==> src/rtl/controle_caixas.sv <==
// controle_caixas
// Box-handling controller placed after the dozen counter (0..12 wrap).
// When the registered item count reaches 12 it stops the conveyor and runs
// a req/ack handshake with the sealing station. It tallies sealed boxes and
// blocks the line once storage holds MAX_CAIXAS boxes. A count of 13..15
// latches a sticky fault that only reset clears.
//
// Ports:
//   clock          in   rising-edge system clock
//   reset          in   synchronous, active-high
//   contagem[3:0]  in   item count from the dozen counter
//   lacre_ack      in   sealing station done (level)
//   retirada       in   storage emptied (one-cycle pulse)
//   esteira        out  conveyor enable
//   lacre_req      out  seal request
//   caixa_cheia    out  high while a full box is being sealed
//   total_caixas   out  sealed boxes currently in storage
//   deposito_cheio out  storage full
//   erro           out  sticky fault flag
//
// Optional feature: define CONTROLE_CAIXAS_WATCHDOG_EN to add a seal-ack
// watchdog that forces the fault state after TIMEOUT cycles without ack.
module controle_caixas #(
  parameter int MAX_CAIXAS = 10,
  parameter int W_CAIXAS   = 4,
  parameter int TIMEOUT    = 255
) (
  input  logic                clock,
  input  logic                reset,
  input  logic [3:0]          contagem,
  input  logic                lacre_ack,
  input  logic                retirada,
  output logic                esteira,
  output logic                lacre_req,
  output logic                caixa_cheia,
  output logic [W_CAIXAS-1:0] total_caixas,
  output logic                deposito_cheio,
  output logic                erro
);

  if (MAX_CAIXAS < 1 || MAX_CAIXAS > (2 ** W_CAIXAS) - 1) begin : g_bad_max
    $error("controle_caixas: MAX_CAIXAS out of range for W_CAIXAS");
  end
  if (TIMEOUT < 1) begin : g_bad_timeout
    $error("controle_caixas: TIMEOUT must be at least 1");
  end

  typedef enum logic [2:0] {
    ENCHENDO,
    LACRANDO,
    AGUARDA_ZERO,
    BLOQUEADO,
    ERRO
  } state_t;

  state_t                state, state_next;
  logic [3:0]            cnt_r;
  logic [W_CAIXAS-1:0]   total_next;
  logic [W_CAIXAS-1:0]   total_inc;
  logic                  esteira_next, req_next, cheia_next, dep_next, erro_next;
  logic                  wd_expired;

  assign total_inc = total_caixas + W_CAIXAS'(1);

`ifdef CONTROLE_CAIXAS_WATCHDOG_EN
  localparam int WD_W = ($clog2(TIMEOUT + 1) > 8) ? $clog2(TIMEOUT + 1) : 8;
  logic [WD_W-1:0] wd_cnt;

  // Held at zero outside LACRANDO, so it reads zero on the entry cycle;
  // saturates instead of wrapping.
  always_ff @(posedge clock) begin
    if (reset || state != LACRANDO) begin
      wd_cnt <= '0;
    end else if (wd_cnt != '1) begin
      wd_cnt <= wd_cnt + WD_W'(1);
    end
  end

  assign wd_expired = (wd_cnt >= WD_W'(TIMEOUT));
`else
  assign wd_expired = 1'b0;
`endif

  always_comb begin
    state_next = state;
    total_next = total_caixas;

    if (state != ERRO && cnt_r >= 4'd13) begin
      state_next = ERRO;
    end else begin
      case (state)
        ENCHENDO: begin
          if (cnt_r == 4'd12) state_next = LACRANDO;
        end
        LACRANDO: begin
          if (lacre_ack) begin
            total_next = total_inc;
            state_next = (total_inc == W_CAIXAS'(MAX_CAIXAS)) ? BLOQUEADO : AGUARDA_ZERO;
          end else if (wd_expired) begin
            state_next = ERRO;
          end
        end
        AGUARDA_ZERO: begin
          if (cnt_r == 4'd0) state_next = ENCHENDO;
        end
        BLOQUEADO: begin
          if (retirada) begin
            total_next = '0;
            state_next = AGUARDA_ZERO;
          end
        end
        default: state_next = ERRO;
      endcase
    end

    // Outputs are decoded from the next state and registered with it,
    // giving Moore outputs aligned with the state register.
    esteira_next = 1'b0;
    req_next     = 1'b0;
    cheia_next   = 1'b0;
    dep_next     = 1'b0;
    erro_next    = 1'b0;
    case (state_next)
      ENCHENDO:     esteira_next = 1'b1;
      LACRANDO: begin
        req_next   = 1'b1;
        cheia_next = 1'b1;
      end
      AGUARDA_ZERO: esteira_next = 1'b1;
      BLOQUEADO:    dep_next     = 1'b1;
      default:      erro_next    = 1'b1;
    endcase
  end

  always_ff @(posedge clock) begin
    if (reset) begin
      state          <= ENCHENDO;
      cnt_r          <= '0;
      total_caixas   <= '0;
      esteira        <= 1'b1;
      lacre_req      <= 1'b0;
      caixa_cheia    <= 1'b0;
      deposito_cheio <= 1'b0;
      erro           <= 1'b0;
    end else begin
      state          <= state_next;
      cnt_r          <= contagem;
      total_caixas   <= total_next;
      esteira        <= esteira_next;
      lacre_req      <= req_next;
      caixa_cheia    <= cheia_next;
      deposito_cheio <= dep_next;
      erro           <= erro_next;
    end
  end

endmodule

==> config.mk <==
export PLATFORM = sky130hd
export DESIGN_NAME = controle_caixas
export DESIGN_NICKNAME = d
export VERILOG_FILES = /design/src/rtl/controle_caixas.sv
export SDC_FILE = /design/constraint.sdc
export NUM_CORES = 1
export LEC_CHECK = 0
export ABC_AREA = 1
export CAP_MARGIN = 25
export CORE_ASPECT_RATIO = 0.6
export CORE_MARGIN = 5
export CORE_UTILIZATION = 25
export DETAILED_ROUTE_END_ITERATION = 12
export PLACE_DENSITY = 0.52
export SYNTH_ARGS = -nofsm -noshare
export SYNTH_HDL_FRONTEND = slang
export SYNTH_SLANG_ARGS = --single-unit
export TNS_END_PERCENT = 30
==> constraint.sdc <==
create_clock -name clock -period 1.5 [get_ports clock]
set_clock_uncertainty 0.05 [all_clocks]
set_input_delay 0.375 -clock clock [delete_from_list [all_inputs] [get_ports clock]]
set_output_delay 0.375 -clock clock [all_outputs]
set_load 0.05 [all_outputs]
== Word-level counts from Yosys, hierarchy flattened ==
Index checks and enable logic that the tools add are counted.
Operators by class
  add/subtract/negate cells: 1
  multiplexer cells: 14
  bitwise operators: 1
  $lt $le $gt $ge: 1
  eq/ne operators: 11
  reductions and logical operators: 8
Operator list (number)
  $mux W3: 5
  $eq A3 B2 Y1 const B: 4
  $pmux W3 S4: 1
  $eq A4 B4 Y1 const B: 2
  $mux W4: 2
  $pmux W4 S2: 1
  $eq A3 B1 Y1 const B: 2
  $logic_not A3 Y1: 2
  $mux W1: 5
  $add A4 B1 Y4 const B: 1
  $ge A4 B4 Y1 const B: 1
  $logic_not A4 Y1: 1
  $ne A2 B2 Y1 const B: 2
  $reduce_and A4 Y1: 1
  $reduce_or A4 Y1: 1
  $ne A3 B3 Y1 const B: 1
  $reduce_bool A2 Y1: 1
  $reduce_or A2 Y1: 1
  $logic_and A1 B1 Y1: 1
  $not A1 Y1: 1
Word-level totals
  input bits: 8
  bits in registers: 15
  output and inout port bits: 9

== Depth between registers and ports, before layout ==
Gate-level depths: netlist of the first run.
  depth in word-level cells: 9
  gate-level depth with buffers: 9
  depth with buffers taken out: 9

== Worst setup path before layout of the first run ==
No wires, ideal clock.
  path kind: register to register
  from: reg total_caixas[0]
  to: reg caixa_cheia
  data arrival time: 1.480 ns
  slack: -0.092 ns
  period minus slack after synthesis: 1.592 ns
  cell stages (with the launch flop): 10
  cell sequence: dfxtp_1 > ha_1 > inv_1 > nand2_1 > nand2_1 > nor2_1 > nand3_1 > nand2_2 > nand2_2 > nor2_2
On the way
  longest elaborated chain between the ends: 8
RTL lines
  from (decl): line 36  | output logic [W_CAIXAS-1:0] total_caixas,
  from (signal assigned): line 148  | total_caixas <= total_next;
  $add A4 B1 Y4: line 63  | assign total_inc = total_caixas + W_CAIXAS'(1);
  $eq A4 B4 Y1: line 98  | state_next = (total_inc == W_CAIXAS'(MAX_CAIXAS)) ? BLOQUEADO : AGUARDA_ZERO;
  $mux W1: line 98
  $mux W3: line 96  | if (lacre_ack) begin
  $pmux W3 S4: line 91  | case (state)
  $mux W3: line 88  | if (state != ERRO && cnt_r >= 4'd13) begin
  $eq A3 B1 Y1: line 123  | case (state_next)
  $mux W1: line 123
  to (signal assigned): line 151  | caixa_cheia <= cheia_next;
  to (decl): line 35  | output logic caixa_cheia,
Every way passes these cells.
A chain may end at the register's enable or synchronous reset.

== Worst setup path after layout of the first run ==
Same ends and word-level chain as after synthesis.

==> results of run 1 <==
[metal layers]
| layer | global-route usage (%) | up-vias | wire length (µm) |
|---|---|---|---|
| met5 | 0 | - | 0 |
| met4 | 3.429 | 0 | 31 |
| met3 | 3.633 | 5 | 93 |
| met2 | 11.73 | 22 | 597 |
| met1 | 12.17 | 262 | 823 |
| li1 | - | 356 | - |
[registers in the layout, summed over array words and instances, names as in the netlist]
| register | cells |
|---|---|
| esteira | 1 |
| erro | 1 |
| deposito_cheio | 1 |
| cnt_r | 4 |
| state | 3 |
| total_caixas | 4 |
| caixa_cheia | 1 |
[where the power goes]
group	switching (mW)	total, mW	internal [mW]
logic	0.0498	0.103	0.0536
registers	0.0104	0.420	0.410
clock network	0.146	0.330	0.184
total	0.206	0.854	0.648
[Yosys cell counts]
cell type	number
a21oi_1	1
buf_4	2
dfxtp_1	15
ha_1	2
inv_1	22
nand2_1	24
nand2_2	3
nand2_4	1
nand3_1	8
nand4_1	1
nor2_1	21
nor2_2	3
nor2_4	1
o21ai_1	1
or2_2	2
[how the worst max path moves through the flow]
stage	to	slack [ps]	cells past startpoint
after floorplan	total_caixas[1]	100	6
after global placement	state[0]	-90	8
after detailed placement	total_caixas[1]	-90	8
after CTS	caixa_cheia	160	9
after global routing	caixa_cheia	50	9
final	caixa_cheia	170	9
[through the flow]
stage | setup TNS (ps) | cell area (µm²)
detailed placement | -500.7 | 1031
floorplan | 0 | 723.2
finish | 0 | 1077
CTS | 0 | 1077
global route | 0 | 1077
global placement | -459.7 | 1031
[tightest hold or removal path, cell delays in order (launching register included)]
cell,delay (ps)
dfxtp_1,360
nor2_1,110
nor2_1,50
[cell families after synthesis]
group | synth area share (%)
AOI/OAI and AO/OA | 1.388
and+or+nand+nor | 39.93
adders and majority gates | 3.472
DFF | 41.67
buffers and inverters | 13.54
[cell type report]
type / count / area (µm²) / share of cell area, %
inverter: 22 / 82.58 / 7.666
tap: 34 / 42.54 / 3.949
clock buffer: 3 / 41.29 / 3.833
clock inverter: 1 / 5.005 / 0.4646
multi-input combinational: 68 / 322.8 / 29.97
timing repair buffer: 20 / 280.3 / 26.02
sequential: 15 / 302.8 / 28.11
==> flow_metrics.env, run 1 <==
export IMPL_status="finished, final reports clean"
export IMPL_cp_top_family="simple AND/OR/NAND/NOR gates"
export IMPL_viasPerCell=3.957
export IMPL_synth_top_area_share_pct=41.67
export IMPL_stdcell_count=163
export IMPL_final_cell_mix="nand2_1, inv_1, nor2_1"
export IMPL_grt_pass1_vias=614
export IMPL_dr_pass1_iters=5
export IMPL_min_path_cells=2
export IMPL_dp_cells=159
export IMPL_hold_viol=0
export IMPL_critPathBufInv=1
export IMPL_powerDensity_nw_per_um2=792.8
export IMPL_r2r_cells=9
export IMPL_die_x_um=79.32
export IMPL_portBuffers=16
export IMPL_path_class="reg -> reg"
export IMPL_setup_violations=0
export IMPL_cap_violations=0
export IMPL_critical_path_arrival_ps=1480
export IMPL_antenna_found_initial=0
export IMPL_avgSynthCellArea_um2=6.735
export IMPL_cts_root_buffer="clkbuf_8"
export IMPL_initialDrtViolationCount=59
export IMPL_cpPeakStageDelay_ps=420
export IMPL_rsz0062_at_grt="no"
export IMPL_p_leak_nw=0.5108
export IMPL_pre_cts_slack_ps=-92.08
export IMPL_final_common_cell="nand2_1"
export IMPL_area_growth_pct=49.48
export IMPL_cts_setup_buffers=0
export IMPL_htreeDepth=1
export IMPL_antenna_cells=0
export IMPL_power_total_mw=0.8541
export IMPL_gr_total_overflow=0
export IMPL_vias=645
export IMPL_maxSlewHeadroom_pct=83.49
export IMPL_track_usage_pct=8.736
export IMPL_ff2ff_setup_slack_ps=170
export IMPL_start_kind="flip-flop"
export IMPL_holdPathEnd="total_caixas[3]"
export IMPL_cts_tree="yes"
export IMPL_ctsResizeCount=0
export IMPL_clk_path_buf_depth=2
export IMPL_critPathLaunch="total_caixas[0]"
export IMPL_cpMaxStageDelayCell="dfxtp_2"
export IMPL_fin_crit_ps=1333
export IMPL_ys_warn_count=0
export IMPL_postRouteAntennaNets=0
export IMPL_path_cells="ha_1 > inv_1 > nand2_1 > nand2_1 > nor2_1 > nand3_1 > nand2_2 > nand2_2 > nor2_2"
export IMPL_ys_seq_area_share_pct=41.67
export IMPL_peakVddDrop_v=0.0002822
export IMPL_max_freq_mhz=750.4
export IMPL_hold_path_startpoint="total_caixas[3]"
export IMPL_ctsHoldBuffers=0
export IMPL_place_congestion=0.8167
export IMPL_reg2reg_to="caixa_cheia"
export IMPL_drive_gt1_share_pct=22.48
export IMPL_hold_path_class="reg -> reg"
export IMPL_die_h_um=51.59
export IMPL_io_pins=17
export IMPL_synthCells=107
export IMPL_drv_slew=0
export IMPL_critical_path_peak_fanout=7
export IMPL_worst_slack_ps=167.4
export IMPL_crit_required_ps=1640
export IMPL_synth_fp_nets=117
export IMPL_synthTopCellsByArea="dfxtp_1, nand2_1, inv_1, nor2_1, nand3_1"
export IMPL_fp_coreArea_um2=2815
export IMPL_crit_path_end_kind="flip-flop"
export IMPL_cts_sinks=15
export IMPL_worstMarginPinSlew_ps=247.2
export IMPL_rows=15
export IMPL_post_drt_wl_per_cell_um=9.485
export IMPL_holdWs_ps=506.6
export IMPL_reg2reg_from="total_caixas[0]"
export IMPL_route_detailed_drc=0
export IMPL_finalCritPeriodShare_pct=88.84
export IMPL_cts_buffers=3
export IMPL_fin_nets=140
export IMPL_start_util_pct=25.60
export IMPL_synth_area_um2=720.7
export IMPL_grt_pass1_wl_um=2711
export IMPL_ys_types=15
export IMPL_clk_pin_slew_ps=60
export IMPL_utilization_pct=38.27
export IMPL_hpwl_um=1205
export IMPL_grt_max_degree=10
export IMPL_clkLatencyLatePin_ps=250
export IMPL_wl_um=1546
export IMPL_num_fill_cells=290
export IMPL_die_area_um2=4092
export IMPL_ys_ff_latch=15
export IMPL_synth_largest_area_cell="dfxtp_1"
(Power assumes the default switching activity.)
==> run 2: changes to the inputs <==
CTS_CLUSTER_DIAMETER = 150   (was not set)
==> results of run 2 <==
No change in the layout: final DEF, timing and power equal those of run 1.
==> run 3: changes to the inputs <==
SKIP_LAST_GASP = 1   (was not set)
TNS_END_PERCENT = 50   (was 30)
==> results of run 3 <==
No change in the layout: final DEF, timing and power equal those of run 1.
